<file path="src/rtl/rv2t_data_access_unit_if.sv">
// rtl/rv2t_data_access_unit_if.sv - request, memory-port and completion signals of the data access unit
interface rv2t_data_access_unit_if #(
  parameter int MEM_ADDR_BITS = 14,
  parameter int XLEN          = 32
);
  localparam int XLEN_BYTES = XLEN / 8;

  logic                     req_valid;
  logic                     req_ready;
  logic                     req_write;
  logic [1:0]               req_width;
  logic                     req_unsigned;
  logic [31:0]              req_addr;
  logic [31:0]              req_wdata;
  logic [4:0]               req_rd;
  logic                     mem_busy;
  logic                     data_read_enable;
  logic [XLEN_BYTES-1:0]    data_write_enable;
  logic [MEM_ADDR_BITS-1:0] data_rw_addr;
  logic [XLEN-1:0]          data_write_word;
  logic                     mem_enable_in;
  logic [XLEN-1:0]          mem_word_in;
  logic                     load_valid;
  logic [31:0]              load_data;
  logic [4:0]               load_rd;
  logic                     store_done;
  logic                     exc_misaligned;
  logic [31:0]              exc_addr;

  modport slave (
    input  req_valid, req_write, req_width, req_unsigned, req_addr, req_wdata, req_rd,
    input  mem_busy, mem_enable_in, mem_word_in,
    output req_ready, data_read_enable, data_write_enable, data_rw_addr, data_write_word,
    output load_valid, load_data, load_rd, store_done, exc_misaligned, exc_addr
  );

  modport master (
    output req_valid, req_write, req_width, req_unsigned, req_addr, req_wdata, req_rd,
    output mem_busy, mem_enable_in, mem_word_in,
    input  req_ready, data_read_enable, data_write_enable, data_rw_addr, data_write_word,
    input  load_valid, load_data, load_rd, store_done, exc_misaligned, exc_addr
  );
endinterface

</file>
<file path="src/rtl/rv2t_data_access_unit.sv">
// rtl/rv2t_data_access_unit.sv - single-outstanding load/store sequencer in front of the memory stage
module rv2t_data_access_unit #(
  parameter int MEM_ADDR_BITS = 14,
  parameter int XLEN          = 32
) (
  input logic                   clk,
  input logic                   sync_reset,
  rv2t_data_access_unit_if.slave bus
);
  localparam int XLEN_BYTES = XLEN / 8;

  typedef enum logic [1:0] {IDLE, ISSUE, WAIT} state_t;

  state_t                   state, state_next;
  logic                     r_write;
  logic [1:0]               r_width;
  logic                     r_unsigned;
  logic [MEM_ADDR_BITS+1:0] r_addr;
  logic [31:0]              r_wdata;
  logic [4:0]               r_rd;

  logic                     accept, misaligned;
  logic                     read_en;
  logic [XLEN_BYTES-1:0]    write_en, lane_mask;
  logic [31:0]              write_word, load_ext;
  logic [7:0]               lane_b;
  logic [15:0]              lane_h;

  assign accept = (state == IDLE) && bus.req_valid;

  always_comb begin
    case (bus.req_width)
      2'b00:   misaligned = 1'b0;
      2'b01:   misaligned = bus.req_addr[0];
      2'b10:   misaligned = |bus.req_addr[1:0];
      default: misaligned = 1'b1;
    endcase
  end

  // Stores replicate the datum across lanes so the strobe mask alone selects the bytes.
  always_comb begin
    lane_mask  = 4'b1111;
    write_word = r_wdata;
    case (r_width)
      2'b00: begin
        lane_mask  = 4'b0001 << r_addr[1:0];
        write_word = {4{r_wdata[7:0]}};
      end
      2'b01: begin
        lane_mask  = 4'b0011 << {r_addr[1], 1'b0};
        write_word = {2{r_wdata[15:0]}};
      end
      default: ;
    endcase
  end

  always_comb begin
    lane_b   = 8'(bus.mem_word_in >> {r_addr[1:0], 3'b000});
    lane_h   = r_addr[1] ? bus.mem_word_in[31:16] : bus.mem_word_in[15:0];
    load_ext = bus.mem_word_in;
    case (r_width)
      2'b00:   load_ext = {{24{~r_unsigned & lane_b[7]}}, lane_b};
      2'b01:   load_ext = {{16{~r_unsigned & lane_h[15]}}, lane_h};
      default: ;
    endcase
  end

  always_comb begin
    state_next    = state;
    bus.req_ready = 1'b0;
    read_en       = 1'b0;
    write_en      = '0;
    case (state)
      IDLE: begin
        bus.req_ready = 1'b1;
        if (bus.req_valid && !misaligned) state_next = ISSUE;
      end
      ISSUE: begin
        if (!bus.mem_busy) begin
          if (r_write) begin
            write_en   = lane_mask;
            state_next = IDLE;
          end else begin
            read_en    = 1'b1;
            state_next = WAIT;
          end
        end
      end
      WAIT: begin
        if (bus.mem_enable_in) state_next = IDLE;
      end
      default: state_next = IDLE;
    endcase
  end

  always_ff @(posedge clk) begin
    if (sync_reset) begin
      state              <= IDLE;
      r_write            <= 1'b0;
      r_width            <= 2'b00;
      r_unsigned         <= 1'b0;
      r_addr             <= '0;
      r_wdata            <= '0;
      r_rd               <= '0;
      bus.load_valid     <= 1'b0;
      bus.load_data      <= '0;
      bus.load_rd        <= '0;
      bus.store_done     <= 1'b0;
      bus.exc_misaligned <= 1'b0;
      bus.exc_addr       <= '0;
    end else begin
      state              <= state_next;
      bus.load_valid     <= 1'b0;
      bus.store_done     <= 1'b0;
      bus.exc_misaligned <= 1'b0;
      if (accept) begin
        if (misaligned) begin
          bus.exc_misaligned <= 1'b1;
          bus.exc_addr       <= bus.req_addr;
        end else begin
          r_write    <= bus.req_write;
          r_width    <= bus.req_width;
          r_unsigned <= bus.req_unsigned;
          r_addr     <= bus.req_addr[MEM_ADDR_BITS+1:0];
          r_wdata    <= bus.req_wdata;
          r_rd       <= bus.req_rd;
        end
      end
      if (state == ISSUE && !bus.mem_busy && r_write) bus.store_done <= 1'b1;
      if (state == WAIT && bus.mem_enable_in) begin
        bus.load_valid <= 1'b1;
        bus.load_data  <= load_ext;
        bus.load_rd    <= r_rd;
      end
    end
  end

  assign bus.data_read_enable  = read_en;
  assign bus.data_write_enable = write_en;
  assign bus.data_rw_addr      = r_addr[MEM_ADDR_BITS+1:2];
  assign bus.data_write_word   = write_word;
endmodule

</file>
<file path="src/flat_wrapper.sv">
// flat-port wrapper written by rule: the top's interface ports become plain ports
module rv2t_data_access_unit_flat 
#(
  parameter int MEM_ADDR_BITS = 14,
  parameter int XLEN          = 32
)
  (clk, sync_reset, bus_req_valid, bus_req_write, bus_req_width, bus_req_unsigned, bus_req_addr, bus_req_wdata, bus_req_rd, bus_mem_busy, bus_mem_enable_in, bus_mem_word_in, bus_req_ready, bus_data_read_enable, bus_data_write_enable, bus_data_rw_addr, bus_data_write_word, bus_load_valid, bus_load_data, bus_load_rd, bus_store_done, bus_exc_misaligned, bus_exc_addr);
  rv2t_data_access_unit_if #(.MEM_ADDR_BITS(MEM_ADDR_BITS), .XLEN(XLEN)) bus_i ();
  input logic clk;
  input logic sync_reset;
  input wire logic [$bits(bus_i.req_valid)-1:0] bus_req_valid;
  input wire logic [$bits(bus_i.req_write)-1:0] bus_req_write;
  input wire logic [$bits(bus_i.req_width)-1:0] bus_req_width;
  input wire logic [$bits(bus_i.req_unsigned)-1:0] bus_req_unsigned;
  input wire logic [$bits(bus_i.req_addr)-1:0] bus_req_addr;
  input wire logic [$bits(bus_i.req_wdata)-1:0] bus_req_wdata;
  input wire logic [$bits(bus_i.req_rd)-1:0] bus_req_rd;
  input wire logic [$bits(bus_i.mem_busy)-1:0] bus_mem_busy;
  input wire logic [$bits(bus_i.mem_enable_in)-1:0] bus_mem_enable_in;
  input wire logic [$bits(bus_i.mem_word_in)-1:0] bus_mem_word_in;
  output wire logic [$bits(bus_i.req_ready)-1:0] bus_req_ready;
  output wire logic [$bits(bus_i.data_read_enable)-1:0] bus_data_read_enable;
  output wire logic [$bits(bus_i.data_write_enable)-1:0] bus_data_write_enable;
  output wire logic [$bits(bus_i.data_rw_addr)-1:0] bus_data_rw_addr;
  output wire logic [$bits(bus_i.data_write_word)-1:0] bus_data_write_word;
  output wire logic [$bits(bus_i.load_valid)-1:0] bus_load_valid;
  output wire logic [$bits(bus_i.load_data)-1:0] bus_load_data;
  output wire logic [$bits(bus_i.load_rd)-1:0] bus_load_rd;
  output wire logic [$bits(bus_i.store_done)-1:0] bus_store_done;
  output wire logic [$bits(bus_i.exc_misaligned)-1:0] bus_exc_misaligned;
  output wire logic [$bits(bus_i.exc_addr)-1:0] bus_exc_addr;
  assign bus_i.req_valid = bus_req_valid;
  assign bus_i.req_write = bus_req_write;
  assign bus_i.req_width = bus_req_width;
  assign bus_i.req_unsigned = bus_req_unsigned;
  assign bus_i.req_addr = bus_req_addr;
  assign bus_i.req_wdata = bus_req_wdata;
  assign bus_i.req_rd = bus_req_rd;
  assign bus_i.mem_busy = bus_mem_busy;
  assign bus_i.mem_enable_in = bus_mem_enable_in;
  assign bus_i.mem_word_in = bus_mem_word_in;
  assign bus_req_ready = bus_i.req_ready;
  assign bus_data_read_enable = bus_i.data_read_enable;
  assign bus_data_write_enable = bus_i.data_write_enable;
  assign bus_data_rw_addr = bus_i.data_rw_addr;
  assign bus_data_write_word = bus_i.data_write_word;
  assign bus_load_valid = bus_i.load_valid;
  assign bus_load_data = bus_i.load_data;
  assign bus_load_rd = bus_i.load_rd;
  assign bus_store_done = bus_i.store_done;
  assign bus_exc_misaligned = bus_i.exc_misaligned;
  assign bus_exc_addr = bus_i.exc_addr;
  rv2t_data_access_unit #(.MEM_ADDR_BITS(MEM_ADDR_BITS), .XLEN(XLEN)) u_core (.clk(clk), .sync_reset(sync_reset), .bus(bus_i));
endmodule
</file>
<file path="config.mk">
export PLATFORM = sky130hd
export DESIGN_NAME = rv2t_data_access_unit_flat
export DESIGN_NICKNAME = d
export VERILOG_FILES = /design/src/rtl/rv2t_data_access_unit_if.sv /design/src/rtl/rv2t_data_access_unit.sv /design/src/flat_wrapper.sv
export SDC_FILE = /design/constraint.sdc
export NUM_CORES = 1
export LEC_CHECK = 0
export ABC_AREA = 1
export CELL_PAD_IN_SITES_DETAIL_PLACEMENT = 0
export CELL_PAD_IN_SITES_GLOBAL_PLACEMENT = 1
export CORE_UTILIZATION = 32
export DETAILED_ROUTE_END_ITERATION = 7
export PLACE_DENSITY = 0.89
export SYNTH_ARGS = -nofsm -noshare
export SYNTH_HDL_FRONTEND = slang
export SYNTH_SLANG_ARGS = --single-unit
</file>
<file path="constraint.sdc">
create_clock -name clk -period 3.35 [get_ports clk]
set_clock_uncertainty 0.2 [all_clocks]
set_input_delay 0.67 -clock clk [delete_from_list [all_inputs] [get_ports clk]]
set_output_delay 0.67 -clock clk [all_outputs]
set_load 0.05 [all_outputs]
</file>
Word-level counts from Yosys, hierarchy flattened
Index checks and enable logic that the tools add are counted.
- register bits: 131
- bits of input ports: 110
- output and inout bits: 124
- word-level logic and storage cells: 64
- equality and inequality tests: 8
- shift-type cells: 3
- multiplexer cells: 20
- bitwise logic cells: 5
- reduce and logical (&&, ||, !) cells: 15
- operators with widths (kind ; count):
    32-bit case mux with 2 select lines ; 2
    32-bit by 5-bit right shift with 8-bit output ; 1
    16-bit 2-to-1 mux ; 1
    4-bit 2-to-1 mux ; 3
    2-bit 2-to-1 mux ; 4
    4-bit case mux with 2 select lines ; 1
    1-bit 2-to-1 mux ; 7
    2-bit by 1-bit equality test with 1-bit output, second input constant ; 3
    2-bit logical NOT ; 3
    2-bit != test, second input constant ; 3
    2-bit case mux with 3 select lines ; 1
    1-bit logical AND ; 5
    2-bit equality test, second input constant ; 2
    2-bit AND reduction ; 2
    2-bit OR reduction ; 2
    1-bit by 2-bit left shift with 4-bit output, first input constant ; 1
    2-bit by 2-bit left shift with 4-bit output, first input constant ; 1
    1-bit inverter ; 3
    1-bit case mux with 3 select lines ; 1
    3-bit AND reduction ; 1
    1-bit bitwise AND ; 2
    1-bit logical NOT ; 2

Depth between registers and ports, before layout
- word-level depth: 6
- depth in mapped cells: 9
- depth with buffers taken out: 8

Least setup slack after synthesis
OpenSTA, ideal clock, no wires.
- path type: input port to output port
- start point: in bus_mem_busy
- end point: out bus_data_write_enable[2]
- arrival: 2.105 ns
- data required time: 2.480 ns
- slack: 0.375 ns
- stages: 3
- path buffers: 0
- cell sequence: nor3_1 -> inv_1 -> a211oi_1
- cells in the longest elaborated chain, start to end: 2
- RTL lines (element ; line ; RTL):
    start: declaration ; flat_wrapper.sv:18 ; input wire logic [$bits(bus_i.mem_busy)-1:0] bus_mem_busy;
    4-bit 2-to-1 mux ; rv2t_data_access_unit.sv:79 ; if (!bus.mem_busy) begin
    4-bit 2-to-1 mux ; rv2t_data_access_unit.sv:73 ; case (state)
    end: declaration ; flat_wrapper.sv:23 ; output wire logic [$bits(bus_i.data_write_enable)-1:0] bus_data_write_enable;
No other way between the ends.

Worst setup path in the final report
- start point: reg u_core.r_width[1]
- end point: out bus_data_write_enable[0]
- cells in the longest elaborated chain, start to end: 5
- elaborated cells on any way between the ends: 6
- those cells by class: eq/ne (1); mux (4); reduce/logical (1)
- RTL lines (element ; line ; RTL):
    start: declaration ; rv2t_data_access_unit.sv:16 ; logic [1:0] r_width;
    start signal: assignment ; rv2t_data_access_unit.sv:122 ; r_width <= bus.req_width;
    2-bit by 1-bit equality test with 1-bit output / 2-bit logical NOT (equally long branches) ; rv2t_data_access_unit.sv:44 ; case (r_width)
    4-bit case mux with 2 select lines * ; rv2t_data_access_unit.sv:44 ;
    4-bit 2-to-1 mux * ; rv2t_data_access_unit.sv:80 ; if (r_write) begin
    4-bit 2-to-1 mux * ; rv2t_data_access_unit.sv:79 ;
    4-bit 2-to-1 mux * ; rv2t_data_access_unit.sv:73 ;
Mark *: on every way between the ends. The rest lies on a longest branch, timed or not.

==> results.cfg <==
[run_status]
status = finished, final reports clean

[drt]
drcViolationCount = 0
ant_nets = 0
wl_per_cell_um = 15.4
viasPerCell = 4.70
drt_pre_antenna_iters = 4
drt_first_iter_violations = 288
vias = 5785
wirelength_um = 19000

[cts]
clock_latency_ps = 420
cts_setup_buffers = 0
numCtsBuffers = 17
cts_root_buf = clkbuf_16
ctsLongestPathBuffers = 2
cts.htree.levels = 4
cts_tree = built
hold_buffers = 0
path_clk_slew_ps = 60
cts_sinks = 131
cts_resized = 0

[grt]
grtUsageMet1 = 0.244
grt_overflow = 0
grt_util_met2 = 0.341
busiest_layer = met2
grt_pass1_wl_um = 29100
grt_pass1_vias = 5526
antenna_found_initial = 1
grt_start_max_net_pins = 66
gr-usage-all-layers = 0.207
grt_use_met3 = 0.0787

[synthesis]
ys_seq_area_frac = 0.454
syn_inst = 801
syn_nets = 911
postSynthAreaPerCell_um2 = 7.21
synth_area_mm2 = 0.00578
ys_seq_elements = 131
ys_top_cells_by_area = dfxtp_1 45%, nor2_1 11%, o21ai_0 10%
async_flop_share = 0
synthDistinctLibCells = 29
ys.flop_type = dfxtp_1
synth-edff-count = 0
synth_warnings = 0
synth_top_area_share = 0.454
synth.largest_area_cell = dfxtp_1

[floorplan]
die_y_um = 136
ios = 234
core_area_mm2 = 0.0175
initial_core_util = 0.331
rows = 48
die_w_um = 136
dieArea_mm2 = 0.0186

[setup_path]
end_kind = output port
startpoint_type = flip-flop
path_class = flip-flop to output port
r2r_slack_ps = 1210
arrival_ps = 2230
critPathRequiredTime_ps = 2480
path_max_fanout = 18

[cells_and_area]
area_growth_pct = 53.9
drive_gt1_frac = 0.0994
fin_nets = 1103
stdcell_count = 1232

[pwr]
pwr-share-seq = 0.353
intPower_w = 0.00339
pwr_density_cell_mw_per_mm2 = 546
p_leak_nw = 3.69
p_total_w = 0.00486
p_comb_frac = 0.230
clkPwrFrac = 0.416
vdd_drop_max_v = 0.000351
p_sw_w = 0.00147
switching_share = 0.303

[placed_design]
gp_congestion = 0.834
dp.cells = 1199
dp_hpwl_um = 13100
io_buffers = 233

[sta]
finalSetupTns_ps = 0
fin_crit_ps = 3100
tightestPinTransition_ps = 940
setup_viol = 0
rsz0062_at_grt = no
period_share = 0.924
slew-limit-headroom = 0.373
final_max_slew_viol_count = 0
max_freq_mhz = 323
finalHoldViolations = 0

[worst_hold_path]
min_path_type = flip-flop to flip-flop

[run]
drv_cap = 0
cell families after synthesis:
| kind of cell | share of synthesized area |
|---|---|
| AO/OA/AOI/OAI | 0.182 |
| buffers and inverters | 0.113 |
| AND/OR/NAND/NOR | 0.251 |
| flip-flops | 0.454 |
Yosys cell counts, types with 4 or more instances:
| cell | number |
|---|---|
| o21ai_0 | 116 |
| buf_4 | 27 |
| o21bai_1 | 17 |
| nor3_1 | 4 |
| or2_2 | 7 |
| o22ai_1 | 7 |
| o211ai_1 | 7 |
| inv_2 | 8 |
| nand4_1 | 8 |
| nand2_2 | 5 |
| o21a_1 | 9 |
| nor2_1 | 168 |
| inv_1 | 46 |
| a21oi_1 | 24 |
| dfxtp_1 | 131 |
| o21ai_1 | 10 |
| nand2_1 | 135 |
| buf_2 | 15 |
| nand3_1 | 19 |
| buf_6 | 7 |
| clkbuf_1 | 18 |
final timing paths:
| check | start | end | cells past startpoint |
|---|---|---|---|
| worst min register to register | u_core.r_rd[3] | u_core.bus.load_rd[3] | 2 |
| worst max register to register | u_core.r_width[1] | u_core.bus.load_data[8] | 9 |
| worst min-delay path | u_core.r_rd[3] | u_core.bus.load_rd[3] | 2 |
| worst max-delay path | u_core.r_width[1] | bus_data_write_enable[0] | 6 |
power by group through the flow:
stage | Combinational, W | Sequential (W) | Clock [W]
final | 0.00112 | 0.00172 | 0.00202
after global routing | 0.00119 | 0.00173 | 0.00213
after CTS | 0.00113 | 0.00172 | 0.00206
after detailed placement | 0.00112 | 0.00175 | 0
after global placement | 0.00112 | 0.00175 | 0
after floorplan | 0.000547 | 0.00188 | 0
per-stage QoR:
stage	setup slack, ps	instance area [um^2]	hold WS [ps]	util
finish	253	8890	260	0.509
global route	117	8890	281	0.509
CTS	197	8890	260	0.509
detailed placement	495	8240	252	0.472
global placement	522	8240	250	0.472
floorplan	375	5780	240	-
per-layer routing:
layer	part of all wire	up-vias
met5	0	-
met4	0.014	0
met3	0.090	20
met2	0.47	199
met1	0.43	2629
li1	-	2937
registers in the layout, indices dropped and copies added, names as in the netlist:
register                   cells
u_core.bus.exc_addr           32
u_core.bus.exc_misaligned      1
u_core.bus.load_data          32
u_core.bus.load_rd             5
u_core.bus.load_valid          1
u_core.bus.store_done          1
u_core.r_addr                 16
u_core.r_rd                    5
u_core.r_unsigned              1
u_core.r_wdata                32
u_core.r_width                 2
u_core.r_write                 1
u_core.state                   2
cell usage in the layout (no fill, tap or decap), types with 3 or more instances in the layout:
cell type and n:
buf_12 23, nor3_1 4, inv_1 43, nand4_1 8
clkinv_4 3, buf_4 16, dfxtp_1 131, o21ai_1 10
clkbuf_8 3, bufinv_16 4, nand2_2 5, clkinvlp_4 3
o211ai_1 7, inv_2 10, a21oi_1 24, nor2_4 3
clkdlybuf4s50_1 205, clkbuf_16 17, o21bai_1 17, nor2_1 168
nand2_1 135, o22ai_1 7, o21ai_0 116, nand3_1 19
o21a_1 9, or2_2 7
layout make-up:
cell class | instances | area, um^2
diodes | 1 | 2.50
clock buffers | 20 | 467
clock inverters | 12 | 179
fillers | 1716 | 8580
inverters | 55 | 206
multi-input cells | 544 | 2500
flip-flops and latches | 131 | 2620
well taps | 225 | 282
repair buffers | 244 | 2630
worst max-delay path: stages (launching register included):
cell     delay (ps)
dfxtp_1         560
buf_4           240
inv_2           130
nand2_2         180
inv_1           140
nor3_1          350
buf_12          190
Note: power is estimated with default switching activity, not from simulation.
